==> config.mk <==
export PLATFORM = sky130hd
export DESIGN_NAME = axi_read_arbiter
export DESIGN_NICKNAME = d
export VERILOG_FILES = /design/src/rtl/axi_read_arbiter_pkg.sv /design/src/rtl/axi_arb_picker.sv /design/src/rtl/axi_read_arbiter.sv
export SDC_FILE = /design/constraint.sdc
export NUM_CORES = 1
export LEC_CHECK = 0
export ABC_AREA = 1
export BUFFER_PORTS_ARGS = -buffer_cell sky130_fd_sc_hd__buf_2
export CORE_MARGIN = 2
export CORE_UTILIZATION = 48
export DETAILED_ROUTE_END_ITERATION = 10
export PLACE_DENSITY = 0.85
export SYNTH_ARGS = -nofsm -noshare
export SYNTH_HDL_FRONTEND = slang
export SYNTH_HIERARCHICAL = 1
export SYNTH_SLANG_ARGS = --single-unit
==> constraint.sdc <==
create_clock -name clk -period 3.4 [get_ports clk]
set_clock_uncertainty 0.2 [all_clocks]
set_input_delay 0.17 -clock clk [delete_from_list [all_inputs] [get_ports clk]]
set_output_delay 0.17 -clock clk [all_outputs]
set_load 0.05 [all_outputs]
==> src/rtl/axi_read_arbiter_pkg.sv <==
// Shared types and constants for the AXI read-port arbiter.
package axi_read_arbiter_pkg;

  typedef enum logic [1:0] {
    IDLE,
    ADDR,
    DATA
  } arb_state_t;

  localparam logic [1:0]  AXI_BURST_INCR = 2'd1;
  localparam int unsigned AXI_LEN_W      = 8;

  // Index width for n requesters; never narrower than one bit.
  function automatic int unsigned idx_width(input int unsigned n);
    return (n > 1) ? $clog2(n) : 1;
  endfunction

endpackage

==> src/rtl/axi_arb_picker.sv <==
// Combinational rotating-priority picker: searches req_i from start_i upward
// and wraps. A start index of zero gives plain fixed priority.
module axi_arb_picker
  import axi_read_arbiter_pkg::*;
#(
  parameter int unsigned NUM_REQ = 2,
  parameter int unsigned IDX_W   = idx_width(NUM_REQ)
) (
  input  logic [NUM_REQ-1:0] req_i,
  input  logic [IDX_W-1:0]   start_i,
  output logic [NUM_REQ-1:0] grant_o,
  output logic [IDX_W-1:0]   idx_o,
  output logic               any_o
);

  int unsigned j;

  always_comb begin
    grant_o = '0;
    idx_o   = '0;
    any_o   = 1'b0;
    j       = 0;
    for (int unsigned k = 0; k < NUM_REQ; k++) begin
      j = int'(start_i) + k;
      if (j >= NUM_REQ) j = j - NUM_REQ;
      if (!any_o && req_i[j[IDX_W-1:0]]) begin
        any_o                   = 1'b1;
        grant_o[j[IDX_W-1:0]]   = 1'b1;
        idx_o                   = j[IDX_W-1:0];
      end
    end
  end

endmodule

==> src/rtl/axi_read_arbiter.sv <==
// One-outstanding-burst arbiter sharing an AXI4 read port among NUM_REQ clients.
// Define AXI_READ_ARBITER_ROUND_ROBIN_EN for round-robin instead of fixed priority.
module axi_read_arbiter
  import axi_read_arbiter_pkg::*;
#(
  parameter int unsigned NUM_REQ = 2,
  parameter int unsigned DATA_W  = 64
) (
  input  logic                        clk,
  input  logic                        reset,
  input  logic [NUM_REQ-1:0]          req_valid,
  output logic [NUM_REQ-1:0]          req_ready,
  input  logic [NUM_REQ*32-1:0]       req_addr,
  input  logic [NUM_REQ*AXI_LEN_W-1:0] req_len,
  output logic [NUM_REQ-1:0]          rsp_valid,
  output logic [DATA_W-1:0]           rsp_data,
  output logic                        rsp_last,
  output logic                        busy,
  output logic                        len_err,
  output logic                        axi_ar_valid,
  input  logic                        axi_ar_ready,
  output logic [31:0]                 axi_ar_payload_addr,
  output logic [AXI_LEN_W-1:0]        axi_ar_payload_len,
  output logic [1:0]                  axi_ar_payload_burst,
  input  logic                        axi_r_valid,
  output logic                        axi_r_ready,
  input  logic [DATA_W-1:0]           axi_r_payload_data,
  input  logic                        axi_r_payload_last
);

  localparam int unsigned IDX_W = idx_width(NUM_REQ);

  arb_state_t           state_q, state_d;
  logic [IDX_W-1:0]     owner_q, owner_d;
  logic [31:0]          addr_q, addr_d;
  logic [AXI_LEN_W-1:0] len_q, len_d;
  logic [8:0]           beat_cnt_q, beat_cnt_d;
  logic                 len_err_q, len_err_d;
  logic [NUM_REQ-1:0]   rsp_valid_q, rsp_valid_d;
  logic [DATA_W-1:0]    rsp_data_q, rsp_data_d;
  logic                 rsp_last_q, rsp_last_d;

  logic [NUM_REQ-1:0]   pick_grant;
  logic [IDX_W-1:0]     pick_idx;
  logic                 pick_any;
  logic [IDX_W-1:0]     start_idx;

`ifdef AXI_READ_ARBITER_ROUND_ROBIN_EN
  logic [IDX_W-1:0]     rr_q, rr_d;
  assign start_idx = rr_q;
`else
  assign start_idx = '0;
`endif

  axi_arb_picker #(
    .NUM_REQ (NUM_REQ),
    .IDX_W   (IDX_W)
  ) u_picker (
    .req_i   (req_valid),
    .start_i (start_idx),
    .grant_o (pick_grant),
    .idx_o   (pick_idx),
    .any_o   (pick_any)
  );

  always_comb begin
    state_d     = state_q;
    owner_d     = owner_q;
    addr_d      = addr_q;
    len_d       = len_q;
    beat_cnt_d  = beat_cnt_q;
    len_err_d   = len_err_q;
    rsp_valid_d = '0;
    rsp_data_d  = rsp_data_q;
    rsp_last_d  = 1'b0;
    req_ready   = '0;
`ifdef AXI_READ_ARBITER_ROUND_ROBIN_EN
    rr_d        = rr_q;
`endif
    unique case (state_q)
      IDLE: begin
        if (pick_any) begin
          req_ready = pick_grant;
          owner_d   = pick_idx;
          addr_d    = req_addr[32*pick_idx +: 32];
          len_d     = req_len[AXI_LEN_W*pick_idx +: AXI_LEN_W];
          state_d   = ADDR;
`ifdef AXI_READ_ARBITER_ROUND_ROBIN_EN
          rr_d      = (int'(pick_idx) == NUM_REQ - 1) ? '0 : pick_idx + 1'b1;
`endif
        end
      end
      ADDR: begin
        if (axi_ar_ready) begin
          beat_cnt_d = '0;
          state_d    = DATA;
        end
      end
      DATA: begin
        if (axi_r_valid) begin
          rsp_valid_d[owner_q] = 1'b1;
          rsp_data_d           = axi_r_payload_data;
          rsp_last_d           = axi_r_payload_last;
          beat_cnt_d           = beat_cnt_q + 9'd1;
          // Short burst flags on r_last; over-long burst flags on the beat past len.
          if (axi_r_payload_last) begin
            state_d = IDLE;
            if (beat_cnt_q != {1'b0, len_q}) len_err_d = 1'b1;
          end else if (beat_cnt_q == {1'b0, len_q}) begin
            len_err_d = 1'b1;
          end
        end
      end
      default: state_d = IDLE;
    endcase
    if (reset) req_ready = '0;
  end

  always_ff @(posedge clk) begin
    if (reset) begin
      state_q     <= IDLE;
      owner_q     <= '0;
      addr_q      <= '0;
      len_q       <= '0;
      beat_cnt_q  <= '0;
      len_err_q   <= 1'b0;
      rsp_valid_q <= '0;
      rsp_data_q  <= '0;
      rsp_last_q  <= 1'b0;
`ifdef AXI_READ_ARBITER_ROUND_ROBIN_EN
      rr_q        <= '0;
`endif
    end else begin
      state_q     <= state_d;
      owner_q     <= owner_d;
      addr_q      <= addr_d;
      len_q       <= len_d;
      beat_cnt_q  <= beat_cnt_d;
      len_err_q   <= len_err_d;
      rsp_valid_q <= rsp_valid_d;
      rsp_data_q  <= rsp_data_d;
      rsp_last_q  <= rsp_last_d;
`ifdef AXI_READ_ARBITER_ROUND_ROBIN_EN
      rr_q        <= rr_d;
`endif
    end
  end

  assign axi_ar_valid         = (state_q == ADDR);
  assign axi_r_ready          = (state_q == DATA);
  assign busy                 = (state_q != IDLE);
  assign axi_ar_payload_addr  = addr_q;
  assign axi_ar_payload_len   = len_q;
  assign axi_ar_payload_burst = AXI_BURST_INCR;
  assign rsp_valid            = rsp_valid_q;
  assign rsp_data             = rsp_data_q;
  assign rsp_last             = rsp_last_q;
  assign len_err              = len_err_q;

endmodule
# After elaboration in Yosys (flattened, before gate mapping)
# Cells that the tools add are included.
op_classes:
  n_eq_ne: 9
  n_reduce_logical: 13
  bitwise: 2
  n_shift: 2
  muxes: 21
  n_addsub: 1
  magnitude_cmp: 2
ops:
  columns: ["cell", "count"]
  rows:
  - ["$shiftx 64x7->32", 1]
  - ["$mux 9", 2]
  - ["$pmux 9 s2", 1]
  - ["$mux 2", 8]
  - ["$shiftx 16x5->8", 1]
  - ["$add 9x1->9 const B", 1]
  - ["$eq 9x8->1", 1]
  - ["$ne 9x8->1", 1]
  - ["$mux 1", 8]
  - ["$reduce_and 4->1", 2]
  - ["$ne 2x1->1 const B", 3]
  - ["$pmux 2 s3", 1]
  - ["$reduce_bool 2->1", 3]
  - ["$ne 2x2->1 const B", 2]
  - ["$reduce_and 2->1", 2]
  - ["$reduce_and 3->1", 1]
  - ["$reduce_or 3->1", 1]
  - ["$eq 2x1->1 const B", 1]
  - ["$eq 2x2->1 const B", 1]
  - ["$logic_and 1x1->1", 2]
  - ["$logic_not 2->1", 1]
  - ["$lt 1x2->1 const B", 1]
  - ["$not 1->1", 2]
  - ["$demux 1 s1", 1]
  - ["other kinds (2)", 2]
totals:
  out_inout_bits: 115
  reg_bits: 120
  inputBits: 151

# Depth between registers and ports, before layout
# Gate-level depths: netlist of run 1.
depth:
  ltp_word: 7
  mapped_depth: 10
  mapped_depth_nobuf: 10

# Hierarchy
# Netlist of run 1, hierarchy kept.
modules_own_cells:
  columns: ["mod", "area_each_um2", "seq_area_each_um2", "cells_each", "instances"]
  rows:
  - ["axi_read_arbiter", 4892.2, 2402.3, 677, 1]
  - ["axi_arb_picker", 30.0, 0.0, 7, 1]

# Least setup slack after synthesis of run 1
# No wires, ideal clock.
synth_path:
  kind: "register -> output"
  from: "register state_q[0]"
  to: "output req_ready[0]"
  required_ns: 3.030
  slack_ns: 1.484
  arrival_ns: 1.546
  stages_incl_launch_ff: 7
  path_cell_list: "dfxtp_1 > nor2_1 > nand2_1 > inv_2 > buf_2 > nand2_1 > nor2_1"
synth_between:
  elab_chain_len: 3
synth_lines:
  columns: ["element", "line_no", "rtl"]
  rows:
  - ["start, declared", "axi_read_arbiter.sv:33", "arb_state_t state_q, state_d;"]
  - ["start signal, assigned", "axi_read_arbiter.sv:134", "state_q <= state_d;"]
  - ["$logic_not 2->1", "axi_read_arbiter.sv:80", "unique case (state_q)"]
  - ["$mux 2", "axi_read_arbiter.sv:80", null]
  - ["$mux 2", "axi_read_arbiter.sv:116", "if (reset) req_ready = '0;"]
  - ["end, declared", "axi_read_arbiter.sv:12", "output logic [NUM_REQ-1:0] req_ready,"]
# Every way passes these cells.

# Worst setup path in the final report of run 1
# Ends and elaborated chain as after synthesis.

==> metrics.txt, run 1 <==
# TYPE chip_impl_metric gauge
chip_impl_metric{name="critical_path_cell_count",unit=""} 6
chip_impl_metric{name="drt-wirelength-per-cell",unit="um"} 16.7
chip_impl_metric{name="syn_inst",unit=""} 684
chip_impl_metric{name="clkTransAtPathRegs",unit="ns"} 0.05
chip_impl_metric{name="num_antenna_cells",unit=""} 0
chip_impl_metric{name="final.period_utilization",unit="%"} 77.1
chip_impl_metric{name="antenna_violating_nets_post_route",unit=""} 0
chip_impl_metric{name="finalNetCount",unit=""} 1230
chip_impl_metric{name="postPlaceCellArea",unit="mm^2"} 0.00628
chip_impl_metric{name="peakVddDrop",unit="mV"} 0.404
chip_impl_metric{name="final_util",unit="%"} 84.6
chip_impl_metric{name="reg2reg_slack",unit="ns"} 1.10
chip_impl_info{name="crit_path_start_kind",value="flip-flop"} 1
chip_impl_metric{name="rows",unit=""} 36
chip_impl_metric{name="num_vias",unit=""} 6429
chip_impl_metric{name="dr.first_iter.drc_count",unit=""} 500
chip_impl_metric{name="die_outline_area",unit="mm^2"} 0.0111
chip_impl_metric{name="postLayoutCellArea",unit="mm^2"} 0.00835
chip_impl_metric{name="worst-endpoint-arrival",unit="ns"} 2.25
chip_impl_metric{name="router_iterations_before_antenna_repair",unit=""} 5
chip_impl_metric{name="maxSlewHeadroom",unit="%"} 36.2
chip_impl_metric{name="ys.warnings.count",unit=""} 6
chip_impl_metric{name="io_buffers",unit=""} 263
chip_impl_metric{name="worst_path_largest_cell_delay",unit="ns"} 0.51
chip_impl_metric{name="placeableCoreArea",unit="mm^2"} 0.00986
chip_impl_info{name="cts_tree",value="done"} 1
chip_impl_metric{name="cap_violations",unit=""} 0
chip_impl_metric{name="htree_levels",unit=""} 4
chip_impl_metric{name="slew_violations",unit=""} 0
chip_impl_metric{name="critical_path.n_buffers_inverters",unit=""} 2
chip_impl_metric{name="layout-drive-gt1-share",unit="%"} 28.7
chip_impl_metric{name="detail_route.drc_violations",unit=""} 0
chip_impl_info{name="critPathCaptureType",value="output port"} 1
chip_impl_metric{name="cts_max_path_buffers",unit=""} 2
chip_impl_metric{name="area_delta_synth_final",unit="%"} 69.6
chip_impl_metric{name="horizontal_die_dimension",unit="um"} 105
chip_impl_info{name="mostFrequentLayoutCell",value="buf_2"} 1
chip_impl_metric{name="postSynthRegisterBits",unit=""} 120
chip_impl_metric{name="final_period_minus_worst_setup_slack",unit="ns"} 2.62
chip_impl_metric{name="power_leakage",unit="uW"} 0.00405
chip_impl_metric{name="gp_congestion",unit=""} 0.842
chip_impl_metric{name="mappedNetlistArea",unit="mm^2"} 0.00492
chip_impl_info{name="path_delay_family",value="buffers and inverters"} 1
chip_impl_metric{name="final-setup-viol-count",unit=""} 0
chip_impl_metric{name="number_of_unique_standard_cell_types_used_by_synthesis",unit=""} 24
chip_impl_metric{name="grt_max_degree",unit=""} 74
chip_impl_metric{name="groute.usage.overall",unit="%"} 36.1
chip_impl_metric{name="final_hold_viol_count",unit=""} 0
chip_impl_metric{name="global_route.overflow_total",unit=""} 0
chip_impl_metric{name="power_per_cell_area",unit="mW/mm^2"} 507
chip_impl_info{name="final_cell_mix",value="buf_2 (263), nand2_1 (163), a21oi_1 (156)"} 1
chip_impl_metric{name="critical_path_peak_fanout",unit=""} 44
chip_impl_metric{name="detailedPlacementHpwl",unit="mm"} 9.90
chip_impl_info{name="rsz0062_at_grt",value="false"} 1
chip_impl_metric{name="start_util",unit="%"} 49.9
chip_impl_info{name="clock_tree.root_cell",value="clkbuf_8"} 1
chip_impl_metric{name="clkSinkCount",unit=""} 120
chip_impl_metric{name="hold-path-cell-count",unit=""} 5
chip_impl_info{name="critical_path.cell_chain",value="nor2_1, nand2_1, inv_2, nand2_1, nor2_1, buf_2"} 1
chip_impl_metric{name="finalWirelength",unit="mm"} 20.4
chip_impl_metric{name="die_h",unit="um"} 105
chip_impl_metric{name="cp.required",unit="ns"} 3.03
chip_impl_metric{name="ctsResizeCount",unit=""} 0
chip_impl_metric{name="tightestPinTransition",unit="ns"} 0.955
chip_impl_metric{name="ios",unit=""} 266
chip_impl_metric{name="cts_hold_buffers",unit=""} 149
chip_impl_metric{name="finalSetupTns",unit="ns"} 0
chip_impl_metric{name="synth_sequential_area_ratio",unit="%"} 48.8
chip_impl_info{name="timing_worst_setup_path_type",value="reg -> out"} 1
chip_impl_info{name="cpMaxStageDelayCell",value="inv_2"} 1
chip_impl_metric{name="grt_pass1_vias",unit=""} 6550
chip_impl_metric{name="worst_r2r_path_depth",unit=""} 6
chip_impl_info{name="run_status",value="finished clean"} 1
chip_impl_info{name="worst_hold_path_type",value="in -> reg"} 1
chip_impl_metric{name="worst_skew_pair.late_latency",unit="ns"} 0.50
chip_impl_metric{name="tritoncts.num_buffers",unit=""} 17
chip_impl_metric{name="route.detailed.vias_per_inst",unit=""} 5.25
chip_impl_metric{name="synth.avg_cell_area",unit="um^2"} 7.20
chip_impl_metric{name="grt_first_pass_wirelength",unit="mm"} 31.7
chip_impl_metric{name="cts_setup_buffers",unit=""} 0
chip_impl_metric{name="fmaxAchievable",unit="GHz"} 0.381
chip_impl_metric{name="antenna_found_initial",unit=""} 0
[through the flow]
stage	std cells	hold WS (ns)	power [uW]	setup slack (ns)
floorplan	686	0.109	2070	1.48
global placement	1043	0.210	2270	1.38
detailed placement	1043	0.216	2280	1.29
CTS	1224	0.000725	4170	0.783
global route	1224	0.0677	4370	0.595
finish	1224	0.0261	4230	0.779
[per-layer routing]
layer / global-route usage [%] / vias up / routed length (um)
li1: - / 2975 / -
met1: 35.2 / 2941 / 7040
met2: 66.7 / 406 / 10700
met3: 9.71 / 107 / 1510
met4: 22.6 / 0 / 1190
met5: 0 / - / 0
[layout make-up]
class                      count  area, um^2
multi-input combinational    450        2070
clock inverter                15         166
tap                          133         166
inverter                      71         267
clock buffer                  17         414
fill                         508        1520
timing repair buffer         418        2870
sequential                   120        2400
[worst register-to-register path, delay by kind of cell, from the launching register on]
kind            cells  cell delay, ns
buf+inv             2            0.98
simple gates        2            0.36
compound gates      2            0.36
flops               1            0.34
[cells by family (layout without fill, tap and decap cells)]
kind of cell / count (synthesis) / after routing / synth area share, %
and+or+nand+nor: 238 / 238 / 19.8
xor gates and xnor gates: 3 / 3 / 0.534
adders and majority gates: 1 / 1 / 0.254
other: 2 / 4 / 0.153
DFF: 120 / 120 / 48.8
AOI/OAI and AO/OA: 204 / 204 / 20.9
buffers and inverters: 116 / 521 / 9.56
[cell usage after synthesis]
master | n | area, um^2
nand2_1 | 163 | 612
a21oi_1 | 157 | 786
dfxtp_1 | 120 | 2400
inv_1 | 68 | 255
nor2_1 | 53 | 199
o21ai_0 | 44 | 220
clkbuf_1 | 32 | 120
nand3_1 | 9 | 45.0
buf_2 | 7 | 35.0
buf_4 | 5 | 37.5
nor3_1 | 5 | 25.0
inv_2 | 3 | 11.3
xor2_1 | 3 | 26.3
conb_1 | 2 | 7.51
nand2_2 | 2 | 12.5
nor2_4 | 2 | 22.5
o21bai_1 | 2 | 15.0
a31oi_1 | 1 | 6.26
buf_6 | 1 | 11.3
ha_1 | 1 | 12.5
nand2_4 | 1 | 11.3
nand3b_4 | 1 | 20.0
nor3_4 | 1 | 16.3
nor3b_2 | 1 | 12.5
[sequential cells by signal, summed over array words and instances, names as in the netlist]
name,flops
axi_ar_payload_len,8
axi_ar_payload_addr,32
owner_q,1
rsp_data,64
rsp_last,1
len_err,1
beat_cnt_q,9
state_q,2
rsp_valid,2
[worst paths after layout]
check,start,endpoint
worst max-delay path,state_q[0]$_SDFFE_PP0P_,req_ready[0]
worst min-delay path,req_valid[0],state_q[0]$_SDFFE_PP0P_
worst max register to register,state_q[0]$_SDFFE_PP0P_,axi_ar_payload_len[5]$_SDFFE_PP0P_
worst min register to register,owner_q$_SDFFE_PP0P_,rsp_valid[0]$_SDFF_PP0_
[power by group]
part | switching [uW] | internal (uW) | total, uW
logic | 602 | 334 | 936
registers | 55.1 | 1490 | 1540
clock network | 699 | 1060 | 1760
(Power assumes the default switching activity.)
==> run 2, diff against run 1 <==
--- a/config.mk
+++ b/config.mk
@@ -8,9 +8,9 @@
 export ABC_AREA = 1
 export BUFFER_PORTS_ARGS = -buffer_cell sky130_fd_sc_hd__buf_2
 export CORE_MARGIN = 2
-export CORE_UTILIZATION = 48
+export CORE_UTILIZATION = 45
 export DETAILED_ROUTE_END_ITERATION = 10
-export PLACE_DENSITY = 0.85
+export PLACE_DENSITY = 0.8
 export SYNTH_ARGS = -nofsm -noshare
 export SYNTH_HDL_FRONTEND = slang
 export SYNTH_HIERARCHICAL = 1
==> constraint.sdc (replaced) <==
create_clock -name clk -period 2.64 [get_ports clk]
set_clock_uncertainty 0.2 [all_clocks]
set_input_delay 0.132 -clock clk [delete_from_list [all_inputs] [get_ports clk]]
set_output_delay 0.132 -clock clk [all_outputs]
set_load 0.05 [all_outputs]
==> run 2 against run 1 <==
Net effect: the run now fails in 4_1_cts; area after synthesis is the same; synthesized cell count is the same.
==> metrics.txt, run 2 <==
# TYPE chip_impl_metric gauge
chip_impl_info{name="run_status",value="aborted with a tool error"} 1
chip_impl_metric{name="cts_hold_buffers",unit=""} 217
chip_impl_metric{name="number_of_unique_standard_cell_types_used_by_synthesis",unit=""} 24
chip_impl_metric{name="placement.setup.worst_slack",unit="ns"} 0.714
chip_impl_info{name="synth_top_cells_by_count",value="nand2_1 (163), a21oi_1 (157), dfxtp_1 (120)"} 1
chip_impl_info{name="failed_stage",value="4_1_cts"} 1
chip_impl_metric{name="rows",unit=""} 38
chip_impl_metric{name="syn_inst",unit=""} 684
chip_impl_metric{name="mappedNetlistArea",unit="mm^2"} 0.00492
chip_impl_metric{name="async_reset_ff_share",unit="%"} 0
chip_impl_metric{name="ctsResizeCount",unit=""} 0
chip_impl_info{name="yosysMostFrequentCell",value="nand2_1"} 1
chip_impl_metric{name="gp_congestion",unit=""} 0.835
chip_impl_metric{name="postSynthRegisterBits",unit=""} 120
chip_impl_metric{name="synth_sequential_area_ratio",unit="%"} 48.8
chip_impl_metric{name="start_util",unit="%"} 45.8
chip_impl_info{name="clock_tree.root_cell",value="clkbuf_8"} 1
chip_impl_metric{name="io_buffers",unit=""} 263
chip_impl_metric{name="post-place-cells",unit=""} 1050
chip_impl_metric{name="die_h",unit="um"} 109
chip_impl_metric{name="horizontal_die_dimension",unit="um"} 109
chip_impl_metric{name="ys.warnings.count",unit=""} 6
chip_impl_metric{name="cts_max_path_buffers",unit=""} 2
chip_impl_metric{name="netlist.area_leader.share",unit="%"} 48.8
chip_impl_info{name="synth.area.top_cells",value="dfxtp_1 (49%), a21oi_1 (16%), nand2_1 (12%), inv_1 (5.2%), o21ai_0 (4.5%)"} 1
chip_impl_metric{name="synth_enable_flop_cells",unit=""} 0
chip_impl_metric{name="synth.avg_cell_area",unit="um^2"} 7.20
chip_impl_metric{name="tritoncts.num_buffers",unit=""} 17
chip_impl_metric{name="ios",unit=""} 266
chip_impl_metric{name="detailedPlacementHpwl",unit="mm"} 9.33
chip_impl_info{name="synth_largest_area_cell",value="dfxtp_1"} 1
chip_impl_info{name="synth_flop_cell",value="dfxtp_1"} 1
chip_impl_metric{name="htree_levels",unit=""} 4
chip_impl_metric{name="clkSinkCount",unit=""} 120
chip_impl_info{name="run.stop_error",value="[ERROR RSZ-0060] Max buffer count reached."} 1
chip_impl_metric{name="postPlaceCellArea",unit="mm^2"} 0.00632
chip_impl_metric{name="cts_setup_buffers",unit=""} 0
-- run 2: cell counts after synthesis --
Identical to the previous run, type by type.
-- run 2: through the flow --
step | hold WS [ns] | utilization, %
global placement | 0.182 | 58.8
detailed placement | 0.185 | 58.8
floorplan | 0.0714 | -
-- run 2: logic make-up after synthesis --
| logic type | Yosys count | synth area share, % |
|---|---|---|
| compound gates | 204 | 20.9 |
| xor+xnor | 3 | 0.534 |
| fa+ha+maj | 1 | 0.254 |
| buf+inv | 116 | 9.56 |
| flops | 120 | 48.8 |
| other cells | 2 | 0.153 |
| simple gates | 238 | 19.8 |
==> run 3, diff against run 2 <==
--- a/config.mk
+++ b/config.mk
@@ -8,9 +8,9 @@
 export ABC_AREA = 1
 export BUFFER_PORTS_ARGS = -buffer_cell sky130_fd_sc_hd__buf_2
 export CORE_MARGIN = 2
-export CORE_UTILIZATION = 45
+export CORE_UTILIZATION = 40
 export DETAILED_ROUTE_END_ITERATION = 10
-export PLACE_DENSITY = 0.8
+export PLACE_DENSITY_LB_ADDON = 0.15
 export SYNTH_ARGS = -nofsm -noshare
 export SYNTH_HDL_FRONTEND = slang
 export SYNTH_HIERARCHICAL = 1
==> run 3 against run 2 <==
Net effect: the run now ends clean.
==> metrics.txt, run 3 (same netlist as run 1, synthesis figures left out) <==
# TYPE chip_impl_metric gauge
chip_impl_metric{name="placeableCoreArea",unit="mm^2"} 0.0120
chip_impl_metric{name="reg2reg_slack",unit="ns"} 0.81
chip_impl_metric{name="total_switching_power",unit="uW"} 1560
chip_impl_metric{name="swShare",unit="%"} 28.2
chip_impl_metric{name="final_cells",unit=""} 1235
chip_impl_metric{name="worst_skew_pair.late_latency",unit="ns"} 0.40
chip_impl_metric{name="clkTransAtPathRegs",unit="ns"} 0.05
chip_impl_metric{name="worst_path_largest_cell_delay",unit="ns"} 0.35
chip_impl_metric{name="router_iterations_before_antenna_repair",unit=""} 4
chip_impl_metric{name="tritoncts.num_buffers",unit=""} 17
chip_impl_metric{name="finalWirelength",unit="mm"} 15.7
chip_impl_metric{name="cts_max_path_buffers",unit=""} 2
chip_impl_metric{name="power_per_cell_area",unit="mW/mm^2"} 657
chip_impl_info{name="path_delay_family",value="simple AND/OR/NAND/NOR gates"} 1
chip_impl_metric{name="detailedPlacementHpwl",unit="mm"} 9.42
chip_impl_info{name="critPathCaptureType",value="output port"} 1
chip_impl_metric{name="critical_path_peak_fanout",unit=""} 4
chip_impl_metric{name="num_vias",unit=""} 5709
chip_impl_metric{name="peakVddDrop",unit="mV"} 0.381
chip_impl_metric{name="io_buffers",unit=""} 263
chip_impl_metric{name="placement.setup.worst_slack",unit="ns"} 0.843
chip_impl_info{name="final_cell_mix",value="buf_2 (263), nand2_1 (163), a21oi_1 (156)"} 1
chip_impl_metric{name="cap_violations",unit=""} 0
chip_impl_metric{name="route.detailed.vias_per_inst",unit=""} 4.62
chip_impl_metric{name="groute.usage.overall",unit="%"} 23.7
chip_impl_metric{name="final-setup-viol-count",unit=""} 0
chip_impl_metric{name="gp_congestion",unit=""} 0.779
chip_impl_metric{name="start_util",unit="%"} 41.0
chip_impl_metric{name="clkSinkCount",unit=""} 120
chip_impl_metric{name="internal-power",unit="uW"} 3970
chip_impl_metric{name="area_delta_synth_final",unit="%"} 71.1
chip_impl_metric{name="antenna_found_initial",unit=""} 0
chip_impl_metric{name="drt-wirelength-per-cell",unit="um"} 12.7
chip_impl_metric{name="global_route.overflow_total",unit=""} 0
chip_impl_info{name="critical_path.cell_chain",value="nor2_1, nand2_1, inv_2, nand2_1, nor2_1, buf_2"} 1
chip_impl_metric{name="seq_power_share",unit="%"} 35.7
chip_impl_metric{name="tightestPinTransition",unit="ns"} 0.706
chip_impl_metric{name="post-place-cells",unit=""} 1058
chip_impl_metric{name="cp.required",unit="ns"} 2.31
chip_impl_metric{name="num_antenna_cells",unit=""} 0
chip_impl_metric{name="slew_violations",unit=""} 0
chip_impl_metric{name="antenna_violating_nets_post_route",unit=""} 0
chip_impl_metric{name="fmaxAchievable",unit="GHz"} 0.497
chip_impl_metric{name="power_leakage",unit="uW"} 0.00407
chip_impl_metric{name="final_hold_viol_count",unit=""} 0
chip_impl_metric{name="rows",unit=""} 40
chip_impl_metric{name="grt_first_pass_wirelength",unit="mm"} 25.1
chip_impl_metric{name="final_util",unit="%"} 70.1
chip_impl_metric{name="worst_slack",unit="ns"} 0.629
chip_impl_metric{name="finalSetupTns",unit="ns"} 0
chip_impl_metric{name="grt_max_degree",unit=""} 81
chip_impl_metric{name="horizontal_die_dimension",unit="um"} 115
chip_impl_info{name="cpMaxStageDelayCell",value="dfxtp_1"} 1
chip_impl_metric{name="hold-worst-slack",unit="ns"} 0.0413
chip_impl_metric{name="dr.first_iter.drc_count",unit=""} 323
chip_impl_metric{name="largest_register_ffs",unit=""} 64
chip_impl_metric{name="ios",unit=""} 266
chip_impl_info{name="crit_path_start_kind",value="flip-flop"} 1
chip_impl_info{name="timing_worst_setup_path_type",value="reg -> out"} 1
chip_impl_metric{name="layout-drive-gt1-share",unit="%"} 28.7
chip_impl_info{name="run_status",value="finished clean"} 1
chip_impl_metric{name="die_h",unit="um"} 115
chip_impl_metric{name="critical_path.n_buffers_inverters",unit=""} 2
chip_impl_metric{name="final.period_utilization",unit="%"} 76.2
chip_impl_info{name="mostFrequentLayoutCell",value="buf_2"} 1
chip_impl_metric{name="die_outline_area",unit="mm^2"} 0.0132
chip_impl_info{name="rsz0062_at_grt",value="false"} 1
chip_impl_info{name="worst_hold_path_type",value="in -> reg"} 1
chip_impl_metric{name="finalNetCount",unit=""} 1229
chip_impl_metric{name="clock_power_share",unit="%"} 43.5
chip_impl_metric{name="htree_levels",unit=""} 4
chip_impl_info{name="clock_tree.root_cell",value="clkbuf_16"} 1
chip_impl_metric{name="filler_cell_count_in_the_final_layout",unit=""} 938
chip_impl_metric{name="detail_route.drc_violations",unit=""} 0
chip_impl_metric{name="final_period_minus_worst_setup_slack",unit="ns"} 2.01
chip_impl_info{name="cts_tree",value="done"} 1
chip_impl_metric{name="worst-endpoint-arrival",unit="ns"} 1.68
chip_impl_metric{name="maxSlewHeadroom",unit="%"} 53.0
chip_impl_metric{name="power.combinational.fraction",unit="%"} 20.9
chip_impl_metric{name="cts_setup_buffers",unit=""} 0
chip_impl_metric{name="grt_pass1_vias",unit=""} 5509
-- run 3: layer usage --
layer | up-vias | global-route usage (%) | routed length, um
li1 | 2974 | - | -
met2 | 212 | 41.0 | 7570
met5 | - | 0 | 0
met3 | 30 | 7.12 | 1120
met4 | 0 | 10.5 | 364
met1 | 2493 | 26.9 | 6640
-- run 3: through the flow --
stage                     cell area (um^2)  power [uW]
after global placement                6330        2950
final                                 8420        5530
after CTS                             8420        5570
after floorplan                       4930        2660
after detailed placement              6330        2950
after global routing                  8420        5760
-- run 3: timing repair --
item	in CTS	in global routing
gates resized for setup	0	0
endpoints found under the hold margin	114	0
setup endpoints to repair	0	0
hold buffers	147	0
-- run 3: cell type report --
| cell class | count | area [um^2] | share of cell area, % |
|---|---|---|---|
| timing repair buffer | 417 | 2880 | 34.2 |
| sequential | 120 | 2400 | 28.5 |
| multi-input combinational | 450 | 2070 | 24.6 |
| clock buffer | 23 | 508 | 6.03 |
| inverter | 71 | 267 | 3.16 |
| tap | 147 | 184 | 2.18 |
| clock inverter | 7 | 115 | 1.37 |
-- run 3: worst reg2reg max path: cells and delay by family, from the launching register on --
family	cells	cell delay, ns
simple gates	3	0.29
buf+inv	3	0.69
flops	1	0.41
compound gates	1	0.16
-- run 3: worst paths after layout --
kind | start | to | depth (start not counted)
worst max-delay path | state_q[1]$_SDFFE_PP0P_ | req_ready[0] | 6
worst min-delay path | reset | beat_cnt_q[1]$_SDFFE_PP0P_ | 3
worst max register to register | state_q[1]$_SDFFE_PP0P_ | rsp_data[39]$_SDFFE_PP0P_ | 7
worst min register to register | owner_q$_SDFFE_PP0P_ | rsp_valid[0]$_SDFF_PP0_ | 1
-- run 3: power groups by stage --
stage	combinational (uW)	clock (uW)	sequential, uW
finish	1150	2410	1970
global placement	940	0	2010
global route	1250	2530	1980
floorplan	327	0	2340
detailed placement	942	0	2010
CTS	1140	2450	1970
==> run 4, diff against run 3 <==
--- a/config.mk
+++ b/config.mk
@@ -5,7 +5,7 @@
 export SDC_FILE = /design/constraint.sdc
 export NUM_CORES = 1
 export LEC_CHECK = 0
-export ABC_AREA = 1
+export ABC_AREA = 0
 export BUFFER_PORTS_ARGS = -buffer_cell sky130_fd_sc_hd__buf_2
 export CORE_MARGIN = 2
 export CORE_UTILIZATION = 40
==> constraint.sdc (replaced) <==
create_clock -name clk -period 1.84 [get_ports clk]
set_clock_uncertainty 0.2 [all_clocks]
set_input_delay 0.092 -clock clk [delete_from_list [all_inputs] [get_ports clk]]
set_output_delay 0.092 -clock clk [all_outputs]
set_load 0.05 [all_outputs]
==> run 4 against run 3 <==
Net effect: clock power grew 35%; first-iteration DRC count grew 22%; clock-buffer cell count shrank 2; cell count shrank 9.1%; via count shrank 4.4%.
==> metrics.txt, run 4 <==
# TYPE chip_impl_metric gauge
chip_impl_metric{name="netlist.area_leader.share",unit="%"} 49.9
chip_impl_metric{name="die_outline_area",unit="mm^2"} 0.0129
chip_impl_metric{name="grt_first_pass_wirelength",unit="mm"} 26.2
chip_impl_metric{name="slew_violations",unit=""} 0
chip_impl_info{name="clock_tree.root_cell",value="clkbuf_16"} 1
chip_impl_metric{name="detailedPlacementHpwl",unit="mm"} 9.68
chip_impl_metric{name="cts_max_path_buffers",unit=""} 2
chip_impl_info{name="synth.area.top_cells",value="dfxtp_1 (50%), nand2_1 (10%), mux2i_1 (8.5%), a21oi_1 (7.2%), a211oi_1 (6.4%)"} 1
chip_impl_metric{name="number_of_unique_standard_cell_types_used_by_synthesis",unit=""} 36
chip_impl_metric{name="io_buffers",unit=""} 263
chip_impl_info{name="run_status",value="finished clean"} 1
chip_impl_metric{name="grt_pass1_vias",unit=""} 5415
chip_impl_metric{name="finalSetupTns",unit="ns"} 0
chip_impl_metric{name="global_route.overflow_total",unit=""} 0
chip_impl_metric{name="largest_register_ffs",unit=""} 64
chip_impl_metric{name="finalWirelength",unit="mm"} 16.5
chip_impl_metric{name="num_antenna_cells",unit=""} 0
chip_impl_metric{name="cap_violations",unit=""} 0
chip_impl_info{name="yosysMostFrequentCell",value="nand2_1"} 1
chip_impl_info{name="mostFrequentLayoutCell",value="buf_2"} 1
chip_impl_metric{name="area_delta_synth_final",unit="%"} 75.0
chip_impl_metric{name="synth.avg_cell_area",unit="um^2"} 8.58
chip_impl_info{name="critPathCaptureType",value="output port"} 1
chip_impl_metric{name="worst-endpoint-arrival",unit="ns"} 1.48
chip_impl_info{name="synth_top_cells_by_count",value="nand2_1 (133), dfxtp_1 (120), a21oi_1 (69)"} 1
chip_impl_metric{name="grt_max_degree",unit=""} 97
chip_impl_metric{name="async_reset_ff_share",unit="%"} 0
chip_impl_metric{name="antenna_violating_nets_post_route",unit=""} 0
chip_impl_metric{name="num_vias",unit=""} 5458
chip_impl_metric{name="clkTransAtPathRegs",unit="ns"} 0.05
chip_impl_metric{name="worst_slack",unit="ns"} 0.0719
chip_impl_metric{name="detail_route.drc_violations",unit=""} 0
chip_impl_metric{name="power_leakage",unit="uW"} 0.00388
chip_impl_metric{name="peakVddDrop",unit="mV"} 0.590
chip_impl_info{name="final_cell_mix",value="buf_2 (260), dlygate4sd3_1 (150), nand2_1 (133)"} 1
chip_impl_metric{name="tritoncts.num_buffers",unit=""} 17
chip_impl_metric{name="power_per_cell_area",unit="mW/mm^2"} 921
chip_impl_metric{name="postSynthRegisterBits",unit=""} 120
chip_impl_metric{name="synth_enable_flop_cells",unit=""} 0
chip_impl_metric{name="ios",unit=""} 266
chip_impl_metric{name="syn_inst",unit=""} 561
chip_impl_metric{name="dr.first_iter.drc_count",unit=""} 395
chip_impl_metric{name="horizontal_die_dimension",unit="um"} 114
chip_impl_metric{name="finalNetCount",unit=""} 1115
chip_impl_info{name="synth_flop_cell",value="dfxtp_1"} 1
chip_impl_metric{name="groute.usage.overall",unit="%"} 25.5
chip_impl_metric{name="final_hold_viol_count",unit=""} 0
chip_impl_metric{name="router_iterations_before_antenna_repair",unit=""} 4
chip_impl_info{name="worst_hold_path_type",value="reg -> reg"} 1
chip_impl_metric{name="placeableCoreArea",unit="mm^2"} 0.0119
chip_impl_metric{name="htree_levels",unit=""} 4
chip_impl_metric{name="synth_sequential_area_ratio",unit="%"} 49.9
chip_impl_metric{name="layout-drive-gt1-share",unit="%"} 33.0
chip_impl_metric{name="final.period_utilization",unit="%"} 96.1
chip_impl_metric{name="fmaxAchievable",unit="GHz"} 0.566
chip_impl_metric{name="route.detailed.vias_per_inst",unit=""} 4.86
chip_impl_metric{name="start_util",unit="%"} 40.6
chip_impl_metric{name="rows",unit=""} 40
chip_impl_metric{name="die_h",unit="um"} 114
chip_impl_metric{name="final_period_minus_worst_setup_slack",unit="ns"} 1.77
chip_impl_metric{name="gp_congestion",unit=""} 0.827
chip_impl_metric{name="critical_path_peak_fanout",unit=""} 6
chip_impl_metric{name="placement.setup.worst_slack",unit="ns"} 0.158
chip_impl_info{name="synth_largest_area_cell",value="dfxtp_1"} 1
chip_impl_metric{name="worst_skew_pair.late_latency",unit="ns"} 0.40
chip_impl_metric{name="final-setup-viol-count",unit=""} 0
chip_impl_info{name="timing_worst_setup_path_type",value="reg -> out"} 1
chip_impl_metric{name="mappedNetlistArea",unit="mm^2"} 0.00481
chip_impl_metric{name="ys.warnings.count",unit=""} 6
chip_impl_metric{name="drt-wirelength-per-cell",unit="um"} 14.7
chip_impl_info{name="cts_tree",value="done"} 1
chip_impl_metric{name="antenna_found_initial",unit=""} 0
chip_impl_info{name="rsz0062_at_grt",value="false"} 1
chip_impl_info{name="crit_path_start_kind",value="flip-flop"} 1
chip_impl_metric{name="clkSinkCount",unit=""} 120
chip_impl_metric{name="cp.required",unit="ns"} 1.55
[run 4: cell types whose count changed in the layout (fill, tap and decap cells not counted), sizes merged, moves of 4 or more]
cell and change:
a21oi -88, inv -65, o21ai -42, a211oi +41, mux2i +41, nand2 -33
nand3 -8, buf +6, xor2 +6, and3b +4, xnor2 +4
[run 4: layout make-up]
cell class,count,area [um^2]
Fill cell,893,3440
Timing Repair Buffer,426,3000
Sequential cell,120,2410
Multi-Input combinational cell,392,2210
Clock buffer,21,470
Tap cell,147,184
Clock inverter,11,123
Inverter,6,22.5
[run 4: final timing paths]
path | startpoint | to | slack [ns] | cells past startpoint
max reg2reg | state_q[1]$_SDFFE_PP0P_ | beat_cnt_q[7]$_SDFFE_PP0P_ | 0.10 | 5
max | state_q[0]$_SDFFE_PP0P_ | req_ready[1] | 0.07 | 4
min | rsp_data[48]$_SDFFE_PP0P_ | rsp_data[48]$_SDFFE_PP0P_ | 0.25 | 2
min reg2reg | rsp_data[48]$_SDFFE_PP0P_ | rsp_data[48]$_SDFFE_PP0P_ | 0.25 | 2
[run 4: worst max-delay path, stage by stage (launching register included)]
cell and delay (ns):
dfxtp_4 0.35, or2_4 0.25, nor2_4 0.10, and3b_2 0.21
buf_8 0.15
[run 4: stage by stage]
| stage | util, % | hold WS, ns | power (uW) | instance area (um^2) | std cells |
|---|---|---|---|---|---|
| after global placement | 52.9 | 0.132 | 4180 | 6270 | 938 |
| after floorplan | - | 0.00995 | 3800 | 4820 | 563 |
| after global routing | 71.0 | 0.273 | 8080 | 8420 | 1123 |
| after detailed placement | 52.9 | 0.138 | 4200 | 6270 | 938 |
| final | 71.0 | 0.250 | 7750 | 8420 | 1123 |
| after CTS | 70.7 | 0.252 | 7760 | 8390 | 1121 |
[run 4: kinds of logic (layout without fill, tap and decap cells)]
family	count (synthesis)	count (layout)	synth area share, %
compound gates	122	122	15.8
fa+ha+maj	1	1	0.260
simple gates	211	211	18.0
flops	120	120	49.9
mux	41	41	8.53
xor+xnor	13	13	2.37
other cells	2	4	0.156
buf+inv	51	464	4.94
[run 4: repair_timing]
| action | in CTS | in global routing |
|---|---|---|
| hold buffers | 150 | 0 |
| setup endpoints to repair | 2 | 5 |
| pin swaps | 2 | 2 |
| gates resized for setup | 7 | 3 |
| endpoints found under the hold margin | 113 | 0 |
| buffers inserted | 1 | 2 |
[run 4: power breakdown]
part / total [uW] / internal [uW] / switching [uW]
registers: 2830 / 2740 / 84.7
clock network: 3260 / 2100 / 1160
logic: 1660 / 665 / 999
total: 7750 / 5500 / 2250
[run 4: metal layers]
layer,track usage (%),vias up,routed length [um]
met1,29.5,2477,6670
li1,-,2701,-
met5,0,-,0
met4,8.70,0,288
met2,45.7,253,8450
met3,6.64,27,1130
